File: src/rtl/word_aes_round_engine.sv
// AES encryption round engine: SubBytes, ShiftRows, MixColumns (skipped on the
// last round) and AddRoundKey over a 128-bit state, COLS_PER_CYCLE columns per clock.
// Build option: define OUT_REG_EN to add a flop stage (FLUSH state) in front of state_out.
module word_aes_round_engine #(
   parameter int unsigned COLS_PER_CYCLE = 1
) (
   input  logic         clk,
   input  logic         rst,
   input  logic         in_valid,
   output logic         in_ready,
   input  logic [127:0] state_in,
   input  logic [127:0] round_key,
   input  logic         last_round,
   output logic         out_valid,
   input  logic         out_ready,
   output logic [127:0] state_out,
   output logic         busy
);

   localparam int unsigned BEATS  = (COLS_PER_CYCLE == 4) ? 1 : (COLS_PER_CYCLE == 2) ? 2 : 4;
   localparam int unsigned BEAT_W = 2;
   localparam logic [BEAT_W-1:0] LAST_BEAT = BEAT_W'(BEATS - 1);

   localparam logic [1:0] S_IDLE  = 2'd0;
   localparam logic [1:0] S_BUSY  = 2'd1;
   localparam logic [1:0] S_DONE  = 2'd2;
`ifdef OUT_REG_EN
   localparam logic [1:0] S_FLUSH = 2'd3;
`endif

   // Forward S-box, row-major, entry 0x00 at the MSB end
   localparam logic [2047:0] SBOX_TBL = {
      128'h637c777bf26b6fc53001672bfed7ab76, 128'hca82c97dfa5947f0add4a2af9ca472c0,
      128'hb7fd9326363ff7cc34a5e5f171d83115, 128'h04c723c31896059a071280e2eb27b275,
      128'h09832c1a1b6e5aa0523bd6b329e32f84, 128'h53d100ed20fcb15b6acbbe394a4c58cf,
      128'hd0efaafb434d338545f9027f503c9fa8, 128'h51a3408f929d38f5bcb6da2110fff3d2,
      128'hcd0c13ec5f974417c4a77e3d645d1973, 128'h60814fdc222a908846eeb814de5e0bdb,
      128'he0323a0a4906245cc2d3ac629195e479, 128'he7c8376d8dd54ea96c56f4ea657aae08,
      128'hba78252e1ca6b4c6e8dd741f4bbd8b8a, 128'h703eb5664803f60e613557b986c11d9e,
      128'he1f8981169d98e949b1e87e9ce5528df, 128'h8ca1890dbfe6426841992d0fb054bb16
   };

   // Reject unsupported column widths at elaboration
   generate
      if (!(COLS_PER_CYCLE == 1 || COLS_PER_CYCLE == 2 || COLS_PER_CYCLE == 4)) begin : g_bad_cols
         $error("word_aes_round_engine: COLS_PER_CYCLE must be 1, 2 or 4");
      end
   endgenerate

   function automatic logic [7:0] sbox(input logic [7:0] x);
      return SBOX_TBL[11'(2047 - 8 * int'(x)) -: 8];
   endfunction

   function automatic logic [7:0] xtime(input logic [7:0] b);
      return {b[6:0], 1'b0} ^ (b[7] ? 8'h1b : 8'h00);
   endfunction

   function automatic logic [7:0] get_byte(input logic [127:0] st, input logic [1:0] c,
                                           input logic [1:0] r);
      return st[7'(127 - 32 * int'(c) - 8 * int'(r)) -: 8];
   endfunction

   // One output column: shifted bytes -> S-box -> optional MixColumns -> key XOR
   function automatic logic [31:0] round_col(input logic [127:0] st, input logic [127:0] key,
                                             input logic last, input logic [1:0] c);
      logic [7:0]  s0, s1, s2, s3;
      logic [31:0] mix;
      s0  = sbox(get_byte(st, c,         2'd0));
      s1  = sbox(get_byte(st, c + 2'd1,  2'd1));
      s2  = sbox(get_byte(st, c + 2'd2,  2'd2));
      s3  = sbox(get_byte(st, c + 2'd3,  2'd3));
      if (last) begin
         mix = {s0, s1, s2, s3};
      end else begin
         mix = {xtime(s0) ^ xtime(s1) ^ s1 ^ s2 ^ s3,
                s0 ^ xtime(s1) ^ xtime(s2) ^ s2 ^ s3,
                s0 ^ s1 ^ xtime(s2) ^ xtime(s3) ^ s3,
                xtime(s0) ^ s0 ^ s1 ^ s2 ^ xtime(s3)};
      end
      return mix ^ key[7'(127 - 32 * int'(c)) -: 32];
   endfunction

   logic [1:0]        state_q, state_d;
   logic [BEAT_W-1:0] beat_q, beat_d;
   logic [127:0]      lat_state_q, lat_key_q;
   logic              lat_last_q;
   logic [127:0]      hold_q, hold_d;
   logic              latch_en, hold_en;

   // Next-state and beat sequencing
   always_comb begin
      state_d  = state_q;
      beat_d   = beat_q;
      latch_en = 1'b0;
      hold_en  = 1'b0;
      case (state_q)
         S_IDLE: begin
            if (in_valid) begin
               latch_en = 1'b1;
               beat_d   = '0;
               state_d  = S_BUSY;
            end
         end
         S_BUSY: begin
            hold_en = 1'b1;
            if (beat_q == LAST_BEAT) begin
               beat_d  = '0;
`ifdef OUT_REG_EN
               state_d = S_FLUSH;
`else
               state_d = S_DONE;
`endif
            end else begin
               beat_d = beat_q + BEAT_W'(1);
            end
         end
`ifdef OUT_REG_EN
         S_FLUSH: state_d = S_DONE;
`endif
         S_DONE: begin
            if (out_ready) state_d = S_IDLE;
         end
         default: state_d = S_IDLE;
      endcase
   end

   // Columns of the current beat merged into the holding register image
   always_comb begin
      hold_d = hold_q;
      for (int k = 0; k < int'(COLS_PER_CYCLE); k++) begin
         hold_d[7'(127 - 32 * (int'(beat_q) * int'(COLS_PER_CYCLE) + k)) -: 32] =
            round_col(lat_state_q, lat_key_q, lat_last_q,
                      2'(int'(beat_q) * int'(COLS_PER_CYCLE) + k));
      end
   end

   // State, counters, latched round inputs, holding register and status flags
   always_ff @(posedge clk) begin
      if (rst) begin
         state_q     <= S_IDLE;
         beat_q      <= '0;
         lat_state_q <= '0;
         lat_key_q   <= '0;
         lat_last_q  <= 1'b0;
         hold_q      <= '0;
         in_ready    <= 1'b1;
         out_valid   <= 1'b0;
         busy        <= 1'b0;
      end else begin
         state_q   <= state_d;
         beat_q    <= beat_d;
         in_ready  <= (state_d == S_IDLE);
         out_valid <= (state_d == S_DONE);
         busy      <= (state_d == S_BUSY);
         if (latch_en) begin
            lat_state_q <= state_in;
            lat_key_q   <= round_key;
            lat_last_q  <= last_round;
         end
         if (hold_en) hold_q <= hold_d;
      end
   end

`ifdef OUT_REG_EN
   logic [127:0] out_q;

   // Output stage loaded from the completed holding register during FLUSH
   always_ff @(posedge clk) begin
      if (rst) out_q <= '0;
      else if (state_q == S_FLUSH) out_q <= hold_q;
   end

   assign state_out = out_q;
`else
   assign state_out = hold_q;
`endif

endmodule

File: config.mk
export PLATFORM = sky130hd
export DESIGN_NAME = word_aes_round_engine
export DESIGN_NICKNAME = d
export VERILOG_FILES = /design/src/rtl/word_aes_round_engine.sv
export SDC_FILE = /design/constraint.sdc
export NUM_CORES = 1
export LEC_CHECK = 0
export CORE_MARGIN = 2
export CORE_UTILIZATION = 48
export DETAILED_ROUTE_END_ITERATION = 7
export PLACE_DENSITY = 0.75
export RECOVER_POWER = 100
export SKIP_CTS_REPAIR_TIMING = 1
export SLEW_MARGIN = 5
export SYNTH_ARGS = -nofsm -noshare
export SYNTH_HDL_FRONTEND = slang
export SYNTH_SLANG_ARGS = --single-unit
File: constraint.sdc
create_clock -name clk -period 10.8 [get_ports clk]
set_input_delay 1.08 -clock clk [delete_from_list [all_inputs] [get_ports clk]]
set_output_delay 1.08 -clock clk [all_outputs]
set_load 0.02 [all_outputs]
# == Word level (Yosys, flattened, before mapping) ==
# Index checks and enable logic that the tools add are counted.
# totals
reg_bits,392
out_inout_bits,131
# classes
addsub,15
eq_ne,6
shifts,11
mux,16
bitwise,21
n_reduce_logical,4
# op_table
cell,count
$shiftx A2055 B11 Y8 const A,4
$shiftx A135 B7 Y8,4
$shift A32 B8 Y159 const A,1
$shiftx A159 B7 Y32,1
$shiftx A32 B8 Y159,1
$bwmux W128,1
$xor A8 B8 Y8,16
$sub A11 B11 Y11 const A,4
$mux W32,1
$xor A32 B32 Y32,1
$xor A8 B5 Y8,4
$sub A7 B7 Y7 const A,4
$mux W5,4
$sub A7 B6 Y7 const B,2
$mux W2,5
$neg A7 Y8,1
$sub A7 B5 Y7 const B,1
$eq A2 B2 Y1 const B,3
$pmux W2 S3,1
$add A2 B2 Y2 const B,2
$eq A2 B1 Y1 const B,2
$logic_not A2 Y1,2
$pmux W2 S2,1
$mux W1,3
other kinds (4),4

# == Logic depth before layout (Yosys ltp) ==
# Gate-level depths: netlist of run 1.
# logic_depth
ltp_word,16
depth_mapped,24
ltp_nobuf,14

# == Worst setup path after synthesis of run 1 ==
# No wires, ideal clock.
# synth_path
path_type,register to register
startpoint,register beat_q[0]
endpoint,register hold_q[9] (netlist: state_out[9])
setup_time_ns,0.117
arrival_time_ns,4.414
path_slack_ns,6.269
stages_incl_launch_ff,24
path_buffers,10
path_cell_list,dfxtp_1 -> buf_6 -> buf_6 -> buf_6 -> inv_2 -> buf_4 -> clkbuf_1 -> ha_1 -> buf_2 -> buf_2 -> buf_4 -> buf_2 -> buf_2 -> nand2_1 -> o31ai_1 -> o21ai_0 -> o32ai_1 -> o2111ai_1 -> xor2_1 -> xnor2_1 -> xnor2_1 -> o21ai_2 -> xor2_1 -> a22o_1
# synth_via
elab_chain_len,16
# synth_lines
element,line,text
"start, declared",84,"logic [BEAT_W-1:0] beat_q, beat_d;"
"start signal, assigned",151,beat_q <= beat_d;
$add A2 B1 Y2,69,"s1 = sbox(get_byte(st, c + 2'd1, 2'd1));"
$sub A7 B7 Y7,60,return st[7'(127 - 32 * int'(c) - 8 * int'(r)) -: 8];
$sub A7 B5 Y7,60,
$shiftx A135 B7 Y8,60,
$sub A11 B11 Y11,51,return SBOX_TBL[11'(2047 - 8 * int'(x)) -: 8];
$shiftx A2055 B11 Y8,51,
$mux W5,55,"return {b[6:0], 1'b0} ^ (b[7] ? 8'h1b : 8'h00);"
$xor A8 B5 Y8,55,
"$xor A8 B8 Y8, on equally long branches (4 in series)","76, 75",
$mux W32,72,if (last) begin
$xor A32 B32 Y32,80,return mix ^ key[7'(127 - 32 * int'(c)) -: 32];
$shiftx A32 B8 Y159,131,hold_d[7'(127 - 32 * (int'(beat_q) * int'(COLS_PER_CYCLE) + k)) -: 32] =
$bwmux W128 *,131,
"end signal, assigned",160,if (hold_en) hold_q <= hold_d;
"end, declared",87,"logic [127:0] hold_q, hold_d;"
# Every way passes the cells marked *; elsewhere a longest branch is shown, timed or not.
# A chain may end at the register's enable or synchronous reset.

==> results.yml, run 1 <==
run_status:
  outcome: "complete, but fails checks"
  violations: "DRC, capacitance limit, slew limit"
synthesis:
  ys_async_sr_fraction_pct: 0
  synth_compound_area_share_pct: 32.2
  synth_edf_count: 0
  synth_xor_area_share_pct: 7.20
  ys_seq_elements: 264
  syn_nets: 2903
  synth_area_mm2: 0.0199
  synth.distinct_cells: 114
  synthAdderAreaFrac_pct: 0.189
  ys_seq_area_share_pct: 26.6
  syn_inst: 2639
  synthMuxAreaShare_pct: 4.55
  synth_ff_type: "dfxtp_1"
  synth_top_area_share_pct: 26.6
  synth_warnings: 0
  yosys.area_share.simple_pct: 23.2
  avgSynthCellArea_um2: 7.53
  synth_top_family_by_area: "compound AO/OA/AOI/OAI gates"
  synth_area_leader_cell: "dfxtp_1"
  synth_area_leaders: "dfxtp_1 27%, nand2_1 7.9%, a21oi_1 7.1%"
timing:
  maxSlewViolCount: 377
  setup_tns_ns: 0
  maxSlewHeadroom_pct: -161
  hold_viol: 0
  fmax_mhz: 142
  fin_crit_sh_pct: 65.1
  clock_skew_ns: 0.0195
  setup_viol: 0
  grt_setup_unrepaired: "false"
  worst_pin_slew_ns: 3.92
  fin_crit_ns: 7.03
clock_network:
  htree_levels: 1
  ctsLongestPathBuffers: 3
  cts_sinks: 264
  clk_latency_ns: 0.59
  cts_made_buffers: 29
  clk_pin_slew_ns: 0.06
  root_buffer: "clkbuf_16"
  cts_tree: "built"
placed_design:
  io_buffers: 263
  routabilityCongestion: 1.00
  hpwlAfterDp_mm: 54.5
route:
  met3WireLength_mm: 8.04
  route.top_layer_used: "met5"
  wl_met2_mm: 34.5
  dr.pass1.iters: 8
  avgRoutedWirePerCell_um: 23.9
  via_per_inst: 6.60
  postRouteAntennaNets: 0
  drc_errors: 3
  wl_met1_mm: 32.7
  vias: 21643
  drt_iter0_markers: 2933
  routed_wl_mm: 78.5
hold_path:
  hold_class: "flip-flop to flip-flop"
power:
  leakagePower_nw: 8.11
  ir_worst_vdd_mv: 0.116
  power_w: 0.00275
  p_per_area_mw_per_mm2: 118
floorplan:
  std_cell_rows: 74
  die_height_um: 207
  die_w_um: 207
  initial_core_util_pct: 48.7
  core_mm2: 0.0408
  io_pins: 392
  dieArea_mm2: 0.0431
job:
  drv_cap: 7
worst_setup_path:
  endpoint: "state_out[115]"
  r2r_cells: 14
  slowest_stage: "clkbuf_1"
  r2r_setup_slack_ns: 4.61
  r2r_end: "state_out[9]"
  slowest_delay_ns: 2.69
  rr_startpoint: "beat_q[0]"
  path_max_fanout: 82
  endpoint_kind: "flip-flop"
  crit_chain: "clkbuf_1, clkbuf_1, a21oi_1, and2_0"
  crit_arrival_ns: 7.50
  start_kind: "input port"
  cpMostUsedCell: "clkbuf_1"
  required_ns: 11.27
  path_class: "input port to flip-flop"
  crit_start: "rst"
global_route:
  grt_pass1_wl_mm: 121
  grt_overflow_total: 0
  grt_pass1_vias: 20311
  grt_max_degree: 183
  antenna_found_initial: 5
  grt_use_total_pct: 34.8
finish:
  fin_nets: 2985
  final_layout_size_suffix_gt1_share_pct: 7.40
  area_growth_pct: 17.0
==> synthesized netlist by cell type (16+ instances only) <==
| cell | number |
|---|---|
| a211o_1 | 16 |
| a211oi_1 | 40 |
| a21oi_1 | 282 |
| a221oi_1 | 26 |
| a22o_1 | 34 |
| a31oi_1 | 29 |
| a32oi_1 | 20 |
| and2_1 | 80 |
| and3b_1 | 16 |
| buf_1 | 19 |
| buf_2 | 75 |
| clkbuf_1 | 128 |
| dfxtp_1 | 264 |
| mux2_2 | 17 |
| mux2i_1 | 63 |
| nand2_1 | 418 |
| nand2b_1 | 26 |
| nand3_1 | 49 |
| nand3b_1 | 37 |
| nor2_1 | 118 |
| nor3_1 | 51 |
| nor3b_1 | 20 |
| o211ai_1 | 28 |
| o21ai_0 | 153 |
| o21ai_1 | 34 |
| o221ai_1 | 24 |
| o22ai_1 | 26 |
| or3_1 | 17 |
| xnor2_1 | 96 |
| xor2_1 | 53 |
==> layer usage <==
metal / up-vias / global-route usage, %
li1: 9861 / -
met1: 10285 / 47.7
met2: 1291 / 53.4
met3: 204 / 7.14
met4: 2 / 13.5
met5: - / 0
==> layout by cell type (no fill, tap or decap), types with 40 or more instances in the layout <==
cell               n
nand2_1          416
a21oi_1          281
dfxtp_1          261
o21ai_0          163
dlygate4sd3_1    132
clkdlybuf4s50_1  130
nor2_1           115
xnor2_1           96
mux2i_1           63
xor2_1            53
nor3_1            49
nand3_1           49
and2_0            47
a211oi_1          40
==> layout make-up <==
| type | count | area (µm²) |
|---|---|---|
| multi-input combinational | 2115 | 13400 |
| timing repair buffer | 298 | 2880 |
| inverter | 13 | 48.8 |
| sequential | 264 | 5290 |
| antenna | 4 | 10.0 |
| tap | 532 | 666 |
| clock inverter | 13 | 105 |
| clock buffer | 40 | 827 |
| fill | 3809 | 17600 |
==> cell families after synthesis <==
kind of cell / Yosys count
AOI/OAI and AO/OA: 935
and+or+nand+nor: 935
DFF: 264
buffers and inverters: 260
xor gates and xnor gates: 156
muxes: 86
adders and majority gates: 3
==> stage by stage <==
stage	cells	hold WS [ns]	utilization (%)	cell area, µm²	setup WS [ns]
2_1_floorplan	2639	0.433	-	19900	6.27
3_3_place_gp	3222	0.437	54.7	22400	4.85
3_5_place_dp	3222	0.439	54.7	22400	4.86
4_1_cts	3275	0.448	57.0	23300	4.82
5_1_grt	3279	0.466	57.0	23300	3.22
6_report	3279	0.447	57.0	23300	3.77
==> where the power goes <==
group | switching (W) | total, W | internal [W]
clock | 0.000442 | 0.000984 | 0.000542
sequential | 0.0000477 | 0.00105 | 0.00100
combinational | 0.000440 | 0.000713 | 0.000274
total | 0.000930 | 0.00275 | 0.00182
==> registers in the layout (all words and copies together), names as in the netlist <==
register,count
state_out,128
lat_key_q,64
lat_state_q,64
beat_q,2
state_q,2
busy,1
in_ready,1
lat_last_q,1
out_valid,1
==> how the worst min path moves through the flow <==
stage	startpoint	end	slack (ns)	depth (start not counted)
after CTS	state_out[47]	state_out[47]	0.45	2
after global routing	state_out[121]	state_out[121]	0.47	1
after detailed placement	state_out[47]	state_out[47]	0.44	2
final	state_out[47]	state_out[47]	0.45	2
after floorplan	lat_key_q[13]	lat_key_q[13]	0.43	2
after global placement	state_out[59]	state_out[59]	0.44	2
==> worst max-delay path, delay by kind of cell <==
kind / cells / cell delay (ns)
compound gates: 1 / 1.10
buf+inv: 2 / 4.76
simple gates: 1 / 0.50
Note: power is estimated with default switching activity, not from simulation.
==> run 2: changes to the inputs <==
--- a/config.mk
+++ b/config.mk
@@ -8,7 +8,7 @@
 export CORE_MARGIN = 2
 export CORE_UTILIZATION = 48
 export DETAILED_ROUTE_END_ITERATION = 7
-export PLACE_DENSITY = 0.75
+export PLACE_DENSITY = 0.78
 export RECOVER_POWER = 100
 export SKIP_CTS_REPAIR_TIMING = 1
 export SLEW_MARGIN = 5
==> constraint.sdc (replaced) <==
create_clock -name clk -period 6.25 [get_ports clk]
set_input_delay 0.625 -clock clk [delete_from_list [all_inputs] [get_ports clk]]
set_output_delay 0.625 -clock clk [all_outputs]
set_load 0.02 [all_outputs]
==> run 2 against run 1 <==
  * The run ends with capacitance limit, slew limit left
  * First-iteration DRC count up 5.7%
  * Die area stayed put
  * Setup slack lost 3.2 ns
  * Critical path depth rose by 12
  * Non-clock buffer count rose by 28
  * Wire length decreased by 1.7%
  * Clock-buffer cell count is 5 lower
  * Register-to-register slack lost 4.1 ns
  * Critical path type is now flip-flop to flip-flop
  * Critical endpoint is now state_out[19]
  * Largest power group is now the clock network
  * Highest routed layer is now met4
==> results.yml, run 2 (synthesis gave the netlist of run 1 again) <==
power:
  ir_worst_vdd_mv: 0.267
  p_per_area_mw_per_mm2: 208
  leakagePower_nw: 8.27
worst_setup_path:
  r2r_end: "state_out[19]"
  rr_startpoint: "beat_q[0]"
  crit_start: "beat_q[0]"
  start_kind: "flip-flop"
  required_ns: 6.73
  crit_arrival_ns: 6.20
  endpoint_kind: "flip-flop"
  path_max_fanout: 62
  r2r_setup_slack_ns: 0.53
  r2r_cells: 16
  path_class: "flip-flop to flip-flop"
hold_path:
  hold_path_depth: 2
  hold_path_end: "lat_key_q[60]"
  min-delay-start: "lat_key_q[60]"
  hold_class: "flip-flop to flip-flop"
global_route:
  grt_pass1_vias: 20209
  grt_use_total_pct: 33.9
  grt_overflow_total: 0
  antenna_found_initial: 6
  use_met1_pct: 46.4
  met3_usage_pct: 6.54
  grt_max_degree: 205
  grt_pass1_wl_mm: 119
  use_met2_pct: 52.6
  grt_busiest_layer: "met2"
route:
  postRouteAntennaNets: 0
  drc_errors: 0
  drt_iter0_markers: 3099
  avgRoutedWirePerCell_um: 23.3
  via_per_inst: 6.62
  routed_wl_mm: 77.1
  vias: 21927
  dr.pass1.iters: 7
timing:
  worst_pin_slew_ns: 2.66
  hold_viol: 0
  fin_crit_ns: 5.72
  setup_tns_ns: 0
  setup_viol: 0
  fmax_mhz: 175
  clock_skew_ns: 0.0182
  maxSlewHeadroom_pct: -77.7
  maxSlewViolCount: 165
  grt_setup_unrepaired: "false"
  fin_crit_sh_pct: 91.5
finish:
  largest_register_ffs: 128
  final_area_mm2: 0.0235
  area_growth_pct: 18.4
  fin_nets: 3013
  mostFrequentLayoutCells: "417 x nand2_1, 280 x a21oi_1, 263 x dfxtp_1"
  layout_commonest_cell: "nand2_1"
  final_layout_size_suffix_gt1_share_pct: 8.30
floorplan:
  core_mm2: 0.0408
  std_cell_rows: 74
  io_pins: 392
  dieArea_mm2: 0.0431
  die_height_um: 207
  die_w_um: 207
  initial_core_util_pct: 48.7
placed_design:
  io_buffers: 263
  routabilityCongestion: 1.00
  hpwlAfterDp_mm: 54.4
  place_area_mm2: 0.0226
job:
  drv_cap: 3
clock_network:
  ctsLongestPathBuffers: 3
  cts_tree: "built"
  clk_pin_slew_ns: 0.07
  htree_levels: 1
  cts_made_buffers: 29
  clk_latency_ns: 0.59
  root_buffer: "clkbuf_16"
  cts_sinks: 264
run_status:
  violations: "capacitance limit, slew limit"
  outcome: "complete, but fails checks"
==> run 2: cell type report <==
| class | count | area [µm²] |
|---|---|---|
| inverter | 13 | 48.8 |
| sequential | 264 | 5290 |
| antenna | 6 | 15.0 |
| tap | 532 | 666 |
| clock inverter | 19 | 243 |
| fill | 3677 | 17300 |
| clock buffer | 35 | 798 |
| timing repair buffer | 326 | 3100 |
| multi-input combinational | 2115 | 13400 |
==> run 2: how the worst max path moves through the flow <==
stage          slack [ns]            end
2_1_floorplan        1.72   state_out[9]
3_3_place_gp         1.10  state_out[19]
3_5_place_dp         1.13   state_out[7]
4_1_cts              1.09  state_out[47]
5_1_grt              0.35  state_out[23]
6_report             0.53  state_out[19]
==> run 2: stage by stage <==
stage	hold WS [ns]	util, %	std cells	total power, W	setup slack, ns
global placement	0.437	55.2	3250	0.00303	1.10
detailed placement	0.442	55.2	3250	0.00305	1.13
CTS	0.451	57.8	3304	0.00488	1.09
floorplan	0.433	-	2639	0.00269	1.72
finish	0.453	57.6	3310	0.00489	0.530
global route	0.468	57.6	3310	0.00507	0.351
==> run 2: critical path, cell delays in order, from the launching register on <==
cell      delay (ns)
dfxtp_1         0.35
inv_2           0.50
ha_4            0.66
inv_1           0.52
nor2_1          0.60
clkbuf_1        0.50
nand2_1         0.18
o221ai_1        0.22
a221oi_1        0.14
o31ai_2         0.27
buf_4           0.21
xor2_1          0.35
xor2_1          0.14
xnor2_1         0.17
o21ai_0         0.37
xor2_1          0.16
a22o_1          0.23
==> run 2: routing by layer <==
layer | routed length (µm) | vias to the layer above
li1 | - | 9923
met1 | 31800 | 10321
met3 | 8040 | 249
met5 | 0 | -
met4 | 3460 | 0
met2 | 33900 | 1434
==> run 2: power breakdown <==
| group | leakage (nW) | internal, W | switching, W | total, W |
|---|---|---|---|---|
| logic | 5.61 | 0.000472 | 0.000759 | 0.00123 |
| clock network | 0.514 | 0.00109 | 0.000761 | 0.00185 |
| registers | 2.15 | 0.00173 | 0.0000735 | 0.00181 |
| total | 8.27 | 0.00329 | 0.00159 | 0.00489 |
